**src/rtl/fixed_point_diff_accumulator_pkg.sv**
```systemverilog
// Shared fixed-point definitions: format defaults, the accumulator FSM states,
// and the sign-magnitude <-> two's complement helpers used by the fixed-point
// stages. Helpers work on a 64-bit carrier. Callers size the result with a cast.
package fxp_pkg;

  localparam int FXP_Q     = 8;
  localparam int FXP_N     = 16;
  localparam int FXP_ACC_W = 24;
  localparam int FXP_LEN   = 16;

  typedef enum logic [1:0] {
    ACCUM,
    CONV,
    OUT
  } fxp_state_e;

  typedef struct packed {
    logic        sat;
    logic [63:0] sm;
  } fxp_sm_sat_t;

  // Largest magnitude of a symmetric signed value of the given width: 2^(w-1)-1.
  function automatic logic [63:0] sat_lim(input int width);
    return (64'd1 << (width - 1)) - 64'd1;
  endfunction

  // Sign-magnitude word of the given width -> two's complement. -0 maps to 0.
  function automatic logic [63:0] sm_to_tc(input logic [63:0] sm, input int width);
    logic [63:0] mag;
    logic        neg;
    mag = sm & sat_lim(width);
    neg = ((sm >> (width - 1)) & 64'd1) != 64'd0;
    return (neg && (mag != 64'd0)) ? (~mag + 64'd1) : mag;
  endfunction

  // Sign-extended two's complement -> sign-magnitude of the given width,
  // clipping the magnitude to 2^(width-1)-1. A zero result always has sign 0.
  function automatic fxp_sm_sat_t tc_to_sm_sat(input logic [63:0] tc, input int width);
    fxp_sm_sat_t r;
    logic [63:0] mag;
    logic        neg;
    neg   = tc[63];
    mag   = neg ? (~tc + 64'd1) : tc;
    r.sat = (mag > sat_lim(width));
    if (r.sat) mag = sat_lim(width);
    r.sm  = (neg && (mag != 64'd0)) ? (mag | (64'd1 << (width - 1))) : mag;
    return r;
  endfunction

endpackage

```
**src/rtl/fixed_point_diff_accumulator_if.sv**
```systemverilog
// Sample input stream and block result stream of the difference accumulator.
// master: the producer/consumer side; slave: the accumulator.
interface fixed_point_diff_accumulator_if
  import fxp_pkg::*;
#(
  parameter int N = FXP_N
);
  logic         in_valid;
  logic         in_ready;
  logic [N-1:0] in_data;
  logic         out_valid;
  logic         out_ready;
  logic [N-1:0] out_data;
  logic         out_sat;

  modport master (
    output in_valid, in_data, out_ready,
    input  in_ready, out_valid, out_data, out_sat
  );

  modport slave (
    input  in_valid, in_data, out_ready,
    output in_ready, out_valid, out_data, out_sat
  );
endinterface

```
**src/rtl/fixed_point_diff_accumulator_sm_to_tc.sv**
```systemverilog
// Combinational sign-magnitude (N bits) to two's complement (W bits) converter.
// W must be at least N so every magnitude is representable; -0 becomes 0.
module fxp_sm_to_tc
  import fxp_pkg::*;
#(
  parameter int N = FXP_N,
  parameter int W = FXP_ACC_W
) (
  input  logic [N-1:0] sm_i,
  output logic [W-1:0] tc_o
);
  assign tc_o = W'(sm_to_tc(64'(sm_i), N));
endmodule

```
**src/rtl/fixed_point_diff_accumulator.sv**
```systemverilog
// Sums LEN sign-magnitude Q-format differences in a saturating two's complement
// accumulator and hands out one clipped sign-magnitude result per block.
// Pipeline: accept -> S1 (converted sample) -> acc add -> CONV -> OUT.
module fixed_point_diff_accumulator
  import fxp_pkg::*;
#(
  parameter int Q     = FXP_Q,
  parameter int N     = FXP_N,
  parameter int ACC_W = FXP_ACC_W,
  parameter int LEN   = FXP_LEN
) (
  input logic                            clk,
  input logic                            rst,
  input logic                            clear,
  fixed_point_diff_accumulator_if.slave  bus
);
  localparam int                      CW      = $clog2(LEN + 1);
  localparam logic [CW-1:0]           ONE     = CW'(1);
  localparam logic [CW-1:0]           LEN_C   = CW'(LEN);
  localparam logic signed [ACC_W:0]   ACC_MAX = (ACC_W + 1)'(sat_lim(ACC_W));
  localparam logic signed [ACC_W:0]   ACC_MIN = -ACC_MAX;

  // Reject parameter sets the datapath cannot represent.
  if (Q >= N - 1 || ACC_W < N + 1 || LEN < 2 || ACC_W > 63) begin : g_bad_cfg
    $error("fixed_point_diff_accumulator: illegal parameter set");
  end

  fxp_state_e          state_q;
  logic [CW-1:0]       acc_cnt_q, acc_cnt_d, add_cnt_q;
  logic [ACC_W-1:0]    acc_q, acc_d, s1_q, s1_d;
  logic                s1_valid_q, sat_q, add_sat;
  logic                in_ready_q, out_valid_q, out_sat_q;
  logic [N-1:0]        out_data_q;
  logic signed [ACC_W:0] sum, sum_clip;
  fxp_sm_sat_t         conv;
  logic                accept;

  assign accept        = in_ready_q && bus.in_valid && !clear;
  assign bus.in_ready  = in_ready_q;
  assign bus.out_valid = out_valid_q;
  assign bus.out_data  = out_data_q;
  assign bus.out_sat   = out_sat_q;

  fxp_sm_to_tc #(.N(N), .W(ACC_W)) u_sm_to_tc (
    .sm_i (bus.in_data),
    .tc_o (s1_d)
  );

  // Saturating add of S1 into acc, output conversion, and accept counter.
  always_comb begin
    // NOTE: every output gets a default first, so no path can infer a latch.
    sum      = $signed({acc_q[ACC_W-1], acc_q}) + $signed({s1_q[ACC_W-1], s1_q});
    sum_clip = sum;
    add_sat  = 1'b0;
    if (sum > ACC_MAX) begin
      sum_clip = ACC_MAX;
      add_sat  = 1'b1;
    end else if (sum < ACC_MIN) begin
      sum_clip = ACC_MIN;
      add_sat  = 1'b1;
    end
    acc_d     = ACC_W'(sum_clip);
    conv      = tc_to_sm_sat(64'($signed(acc_q)), N);
    acc_cnt_d = accept ? acc_cnt_q + ONE : acc_cnt_q;
  end

  // Block FSM with registered handshake outputs; clear overrides everything.
  always_ff @(posedge clk or posedge rst) begin
    // NOTE: state is updated with non-blocking assignments so every register
    // samples the pre-edge values, independent of statement order.
    if (rst) begin
      state_q     <= ACCUM;
      acc_cnt_q   <= '0;
      add_cnt_q   <= '0;
      acc_q       <= '0;
      s1_q        <= '0;
      s1_valid_q  <= 1'b0;
      sat_q       <= 1'b0;
      in_ready_q  <= 1'b0;
      out_valid_q <= 1'b0;
      out_data_q  <= '0;
      out_sat_q   <= 1'b0;
    end else if (clear) begin
      state_q     <= ACCUM;
      acc_cnt_q   <= '0;
      add_cnt_q   <= '0;
      acc_q       <= '0;
      s1_valid_q  <= 1'b0;
      sat_q       <= 1'b0;
      in_ready_q  <= 1'b1;
      out_valid_q <= 1'b0;
    end else begin
      case (state_q)
        ACCUM: begin
          s1_valid_q <= accept;
          if (accept) s1_q <= s1_d;
          acc_cnt_q  <= acc_cnt_d;
          in_ready_q <= (acc_cnt_d < LEN_C);
          if (s1_valid_q) begin
            acc_q     <= acc_d;
            sat_q     <= sat_q | add_sat;
            add_cnt_q <= add_cnt_q + ONE;
            if (add_cnt_q == LEN_C - ONE) state_q <= CONV;
          end
        end
        CONV: begin
          out_data_q  <= N'(conv.sm);
          out_sat_q   <= sat_q | conv.sat;
          out_valid_q <= 1'b1;
          state_q     <= OUT;
        end
        OUT: begin
          if (bus.out_ready) begin
            out_valid_q <= 1'b0;
            acc_q       <= '0;
            acc_cnt_q   <= '0;
            add_cnt_q   <= '0;
            sat_q       <= 1'b0;
            in_ready_q  <= 1'b1;
            state_q     <= ACCUM;
          end
        end
        default: state_q <= ACCUM;
      endcase
    end
  end
endmodule

```
**src/flat_wrapper.sv**
```systemverilog
// flat-port wrapper written by rule: the top's interface ports become plain ports
module fixed_point_diff_accumulator_flat import fxp_pkg::*;
#(
  parameter int Q     = FXP_Q,
  parameter int N     = FXP_N,
  parameter int ACC_W = FXP_ACC_W,
  parameter int LEN   = FXP_LEN
)
  (clk, rst, clear, bus_in_valid, bus_in_data, bus_out_ready, bus_in_ready, bus_out_valid, bus_out_data, bus_out_sat);
  fixed_point_diff_accumulator_if #(.N(N)) bus_i ();
  input logic clk;
  input logic rst;
  input logic clear;
  input wire logic [$bits(bus_i.in_valid)-1:0] bus_in_valid;
  input wire logic [$bits(bus_i.in_data)-1:0] bus_in_data;
  input wire logic [$bits(bus_i.out_ready)-1:0] bus_out_ready;
  output wire logic [$bits(bus_i.in_ready)-1:0] bus_in_ready;
  output wire logic [$bits(bus_i.out_valid)-1:0] bus_out_valid;
  output wire logic [$bits(bus_i.out_data)-1:0] bus_out_data;
  output wire logic [$bits(bus_i.out_sat)-1:0] bus_out_sat;
  assign bus_i.in_valid = bus_in_valid;
  assign bus_i.in_data = bus_in_data;
  assign bus_i.out_ready = bus_out_ready;
  assign bus_in_ready = bus_i.in_ready;
  assign bus_out_valid = bus_i.out_valid;
  assign bus_out_data = bus_i.out_data;
  assign bus_out_sat = bus_i.out_sat;
  fixed_point_diff_accumulator #(.Q(Q), .N(N), .ACC_W(ACC_W), .LEN(LEN)) u_core (.clk(clk), .rst(rst), .clear(clear), .bus(bus_i));
endmodule
```
**config.mk**
```make
export PLATFORM = sky130hd
export DESIGN_NAME = fixed_point_diff_accumulator_flat
export DESIGN_NICKNAME = d
export VERILOG_FILES = /design/src/rtl/fixed_point_diff_accumulator_pkg.sv /design/src/rtl/fixed_point_diff_accumulator_if.sv /design/src/rtl/fixed_point_diff_accumulator_sm_to_tc.sv /design/src/rtl/fixed_point_diff_accumulator.sv /design/src/flat_wrapper.sv
export SDC_FILE = /design/constraint.sdc
export NUM_CORES = 1
export LEC_CHECK = 0
export CELL_PAD_IN_SITES_DETAIL_PLACEMENT = 0
export CELL_PAD_IN_SITES_GLOBAL_PLACEMENT = 2
export CORE_MARGIN = 1.5
export CORE_UTILIZATION = 25
export DETAILED_ROUTE_END_ITERATION = 10
export DONT_BUFFER_PORTS = 1
export GPL_TIMING_DRIVEN = 0
export HOLD_SLACK_MARGIN = 0.05
export PLACE_DENSITY_LB_ADDON = 0.1
export RECOVER_POWER = 100
export SETUP_SLACK_MARGIN = 0.05
export SLEW_MARGIN = 20
export SYNTH_ARGS = -nofsm -noshare
export SYNTH_HDL_FRONTEND = slang
export SYNTH_SLANG_ARGS = --single-unit
```
**constraint.sdc**
```tcl
create_clock -name clk -period 5.6 [get_ports clk]
set_clock_uncertainty 0.15 [all_clocks]
set_input_delay 1.12 -clock clk [delete_from_list [all_inputs] [get_ports clk]]
set_output_delay 1.12 -clock clk [all_outputs]
set_load 0.01 [all_outputs]
```
Word-level counts from Yosys, hierarchy flattened. Cells that the tools add are included.

Register bits: 81. Input port bits: 21. Logic and storage cells: 83.

$add $sub $neg: 5. $lt $le $gt $ge: 4. Equal/unequal tests: 6. Multiplexer cells: 35. Bitwise gates (word level): 5. Reduce and logical (&&, ||, !) cells: 17.

Operators with widths (count): 24-bit 2-to-1 mux (6); 64-bit 2-to-1 mux (2); 64-bit nonzero test (2); 64-bit by 1-bit adder with 64-bit output, second input constant (1); 64-bit by 15-bit > comparator with 1-bit output, second input constant (1); 64-bit NOT (1); 24-bit one-hot mux with 2 select lines (1); 24-bit by 24-bit adder with 25-bit output (1); 25-bit by 24-bit > comparator with 1-bit output, second input constant (1); 25-bit by 24-bit less-than comparator with 1-bit output, second input constant (1); 5-bit 2-to-1 mux (5); 24-bit by 1-bit adder with 24-bit output, second input constant (1); 15-bit NOT with 24-bit output (1); 5-bit one-hot mux with 2 select lines (2); 16-bit 2-to-1 mux (1); 5-bit by 1-bit adder with 5-bit output, second input constant (2); 1-bit 2-to-1 mux (10); 3-bit AND reduction (3); 2-bit 2-to-1 mux (4); 3-bit by 2-bit != test with 1-bit output, second input constant (2); 1-bit one-hot mux with 2 select lines (3); 2-bit one-hot mux with 3 select lines (1); 2-bit AND reduction (3); 3-bit nonzero test (2); other kinds (11) (15).

Longest topological paths before layout. Gate-level depths: netlist of run 1.

Depth after elaboration: 8. Depth in mapped cells: 13.

Cells and area by module. Synthesis of run 1 repeated with hierarchy kept, for this count alone.

Cell total of the unflattened synthesis: 706. Area, all modules: 6104.6 um2.

Modules (own cells, without submodules): fixed_point_diff_accumulator (times used 1, cells each 636, area an instance 5619.1 um2); fxp_sm_to_tc (times used 1, cells each 70, area an instance 485.5 um2).

Worst setup path before layout of run 1. Ideal clock, no wire load.

Path type: flip-flop to flip-flop. Start: reg u_core.acc_q[0]. End: reg u_core.acc_q[10]. Library setup time: 126 ps. Arrival: 3624 ps. Data required time: 5324 ps. Path slack: 1700 ps. Cell stages (with the launch flop): 14. Cell sequence: dfrtp_1 ha_1 inv_1 fa_1 nand2b_1 a211o_1 and2_1 xnor2_1 or3_1 or4_1 or4_4 and2_4 buf_6 a221o_1.

Longest elaborated chain between the ends: 7.

RTL lines: from (decl) (line fixed_point_diff_accumulator.sv:30) `logic [ACC_W-1:0] acc_q, acc_d, s1_q, s1_d;`; from (signal assigned) (line fixed_point_diff_accumulator.sv:75) `acc_q <= '0;`; from (signal assigned) (line fixed_point_diff_accumulator.sv:87) `acc_q <= '0;`; from (signal assigned) (line fixed_point_diff_accumulator.sv:100) `acc_q <= acc_d;`; 24-bit by 24-bit adder with 25-bit output * (line fixed_point_diff_accumulator.sv:52) `sum = $signed({acc_q[ACC_W-1], acc_q}) + $signed({s1_q[ACC_W-1], s1_q});`; 25-bit by 24-bit less-than comparator with 1-bit output (line fixed_point_diff_accumulator.sv:58) `end else if (sum < ACC_MIN) begin`; 24-bit 2-to-1 mux (line fixed_point_diff_accumulator.sv:58); 24-bit 2-to-1 mux * (line fixed_point_diff_accumulator.sv:55) `if (sum > ACC_MAX) begin`; 24-bit 2-to-1 mux * (line fixed_point_diff_accumulator.sv:99) `if (s1_valid_q) begin`; 24-bit one-hot mux with 2 select lines * (line fixed_point_diff_accumulator.sv:93) `case (state_q)`; 24-bit 2-to-1 mux * (line fixed_point_diff_accumulator.sv:83) `end else if (clear) begin`.

Mark *: on every way between the ends. The rest lies on a longest branch, timed or not. The select of a mux whose other input is x is not followed. A chain may end at the register's enable or synchronous reset.

Worst setup path after layout of run 1.
Start: reg u_core.acc_q[0]. End: reg u_core.acc_q[11].

Same word-level chain as after synthesis.

==> results.json, run 1 <==
{
  "comb_power_share": 0.491,
  "remaining_drc_errors": 0,
  "portBuffers": 0,
  "finalCritPeriodShare": 0.869,
  "design_area_um2": 6300,
  "end_kind": "flip-flop",
  "placeableCoreArea_um2": 22000,
  "slowest_stage": "a311oi_1",
  "dpl_cell_area_um2": 6030,
  "min_to": "u_core.add_cnt_q[4]",
  "r2r_cells": 13,
  "synth_area_um2": 5650,
  "syn_nets": 716,
  "grt_pass1_wl_um": 28300,
  "yosysWarningCount": 0,
  "grt_pass1_vias": 5045,
  "power_leakage_nw": 2.67,
  "placed_cells": 946,
  "hpwl_um": 13800,
  "crit_arrival_ns": 4.95,
  "cts.sinks": 80,
  "synth-main-ff-cell": "dfrtp_1",
  "rsz0062_at_grt": "false",
  "hp-start": "u_core.add_cnt_q[4]",
  "p_sw_frac": 0.446,
  "reg2reg_slack_ns": 0.73,
  "reg2reg_from": "u_core.acc_q[0]",
  "ios": 40,
  "setup_viol": 0,
  "grt_max_degree": 43,
  "path_cells": "ha_1, inv_1, fa_1, nand2b_1, a211o_1, a311oi_1, o311a_1, a2111oi_0, or4_1, or4_1, and2_0, buf_6, a221o_1",
  "p_int_mw": 1.58,
  "period_minus_slack_ns": 4.87,
  "slowest_delay_ns": 0.63,
  "worstHoldPathType": "flip-flop to flip-flop",
  "cp.required_ns": 5.68,
  "final_antenna_net_count": 0,
  "antenna_found_initial": 0,
  "synth_enable_flop_cells": 0,
  "ctsRootBufferMaster": "clkbuf_16",
  "layout_commonest_cell": "dfrtp_1",
  "finalMaxSlewViolations": 83,
  "final_cell_mix": "80 x dfrtp_1, 74 x nand2_1, 58 x nor2_1",
  "synth_cell_types": 66,
  "regToRegEndpoint": "u_core.acc_q[11]",
  "grtUsageTotal": 0.154,
  "seq_area_frac_synth": 0.354,
  "initial_core_util": 0.256,
  "cp-start-kind": "flip-flop",
  "ctsHtreeMaxLevel": 3,
  "clkLatencyLatePin_ns": 0.35,
  "holdBufCountCts": 0,
  "ir_drop_mv": 0.121,
  "vias": 4920,
  "timing_worst_setup_path_type": "flip-flop to flip-flop",
  "initialDrtViolationCount": 196,
  "power_frac_seq": 0.285,
  "maxCapViolations": 2,
  "fp-row-count": 54,
  "slew_headroom": -0.615,
  "worst_pin_slew_ns": 2.42,
  "holdPathStages": 2,
  "wl_um": 17400,
  "synth-seq-cells": 80,
  "syn_avg_cell_area_um2": 8.49,
  "post_cts_resized": 0,
  "wire_per_inst_um": 18.1,
  "cts_max_path_buffers": 2,
  "fin_tns_setup_ns": 0,
  "hold_violations": 0,
  "overflow": 0,
  "cp_max_fo": 10,
  "fmaxAchievable_mhz": 205,
  "die_w_um": 153,
  "cpMostUsedCell": "or4_1",
  "final_util": 0.286,
  "syn_to_final_growth_pct": 11.5,
  "p_clk_frac": 0.223,
  "viasPerCell": 5.11,
  "status": "finished, violations left",
  "switchingPower_mw": 1.28,
  "cts_post_setup_buffers_inserted": 0,
  "instances_no_fill": 962,
  "dr.pass1.iters": 4,
  "dieHeight_um": 153,
  "violations": "capacitance limit, slew limit",
  "cts_buffers": 9,
  "synthCells": 665,
  "clk_pin_slew_ns": 0.07,
  "p_per_area_nw_per_um2": 454,
  "layout-drive-gt1-share": 0.0455,
  "ys_async_sr_fraction": 1.00,
  "cts_tree": "built",
  "fin_hold_ws_ns": 0.336,
  "diodes": 0,
  "place_congestion": 0.783,
  "finalNetCount": 728,
  "dieArea_um2": 23500
}
==> cells in the mapped netlist, drive strengths merged, types with 5 or more instances <==
library cell,n,area share
or4,7,0.010
or3,10,0.011
nor3,19,0.018
a22o,5,0.0078
o21ai,50,0.044
a21oi,48,0.043
nor4,7,0.0078
mux2i,6,0.011
xnor2,24,0.037
and2,6,0.0075
nor2b,12,0.013
nand3,16,0.014
dfrtp,80,0.35
buf,6,0.0058
or2,5,0.0055
a31oi,18,0.020
ha,29,0.064
nand2,74,0.049
a21o,15,0.020
nor2,58,0.039
clkbuf,27,0.018
xor2,18,0.028
and3,5,0.0055
a221o,19,0.034
o31ai,9,0.012
nand2b,10,0.011
inv,20,0.013
o21a,9,0.012
==> how the worst max path moves through the flow <==
stage | from | cells after the start | to
5_1_grt | u_core.acc_q[0] | 13 | u_core.acc_q[6]
4_1_cts | u_core.acc_q[15] | 12 | u_core.acc_q[11]
3_3_place_gp | u_core.acc_q[15] | 12 | u_core.acc_q[2]
2_1_floorplan | u_core.acc_q[0] | 13 | u_core.acc_q[10]
6_report | u_core.acc_q[0] | 13 | u_core.acc_q[11]
3_5_place_dp | u_core.acc_q[15] | 12 | u_core.acc_q[11]
==> cell type report <==
cell class / count / area (µm²)
Multi-Input combinational cell: 532 / 3420
Clock buffer: 10 / 239
Fill cell: 2373 / 15700
Tap cell: 280 / 350
Inverter: 20 / 76.3
Clock inverter: 6 / 73.8
Sequential cell: 80 / 2000
Timing Repair Buffer: 1 / 3.75
Buffer: 33 / 134
==> stage by stage <==
stage	setup slack [ns]	power (mW)
floorplan	1.70	1.86
finish	0.733	2.86
CTS	0.951	2.92
detailed placement	0.989	2.26
global route	0.481	3.11
global placement	0.958	2.24
==> routing by layer <==
metal | share of wire | GRT usage | vias up
met5 | 0 | 0 | -
met4 | 0.013 | 0.0383 | 0
met3 | 0.029 | 0.0284 | 14
met2 | 0.46 | 0.254 | 60
met1 | 0.50 | 0.208 | 2355
li1 | - | - | 2491
==> cell families (layout without fill, tap and decap cells) <==
| group | Yosys count | in the layout | synth area share |
|---|---|---|---|
| flops | 80 | 80 | 0.354 |
| fa+ha+maj | 31 | 31 | 0.0695 |
| xor+xnor | 42 | 42 | 0.0651 |
| mux | 7 | 7 | 0.0126 |
| simple gates | 239 | 239 | 0.205 |
| buf+inv | 53 | 70 | 0.0370 |
| compound gates | 213 | 213 | 0.256 |
==> power by group through the flow <==
stage	Combinational (mW)	Sequential [mW]	Clock (mW)
after global placement	1.42	0.825	0
after floorplan	1.10	0.759	0
final	1.41	0.816	0.639
after CTS	1.44	0.816	0.662
after detailed placement	1.43	0.827	0
after global routing	1.60	0.834	0.682
==> sequential cells by signal, indices dropped and copies added, names as in the netlist <==
signal and cells:
u_core.state_q 2, u_core.bus.out_valid 1, u_core.add_cnt_q 5, u_core.acc_cnt_q 5
u_core.bus.out_sat 1, u_core.s1_q 23, u_core.bus.out_data 16, u_core.acc_q 24
u_core.sat_q 1, u_core.bus.in_ready 1, u_core.s1_valid_q 1
==> worst max-delay path, delay by kind of cell, from the launching register on <==
kind / cells / cell delay, ns
flip-flops: 1 / 0.49
adder cells (fa/ha/maj): 2 / 0.62
buffers and inverters: 2 / 0.25
AO/OA/AOI/OAI: 5 / 1.65
AND/OR/NAND/NOR: 4 / 1.60
Note: power is estimated with default switching activity, not from simulation.
==> inputs of run 2 (changes only) <==
--- a/config.mk
+++ b/config.mk
@@ -5,6 +5,7 @@
 export SDC_FILE = /design/constraint.sdc
 export NUM_CORES = 1
 export LEC_CHECK = 0
+export ABC_CLOCK_PERIOD_IN_PS = 5600
 export CELL_PAD_IN_SITES_DETAIL_PLACEMENT = 0
 export CELL_PAD_IN_SITES_GLOBAL_PLACEMENT = 2
 export CORE_MARGIN = 1.5
==> results of run 2 <==
Same layout as run 1: the final DEF is identical, and so are final timing and power.
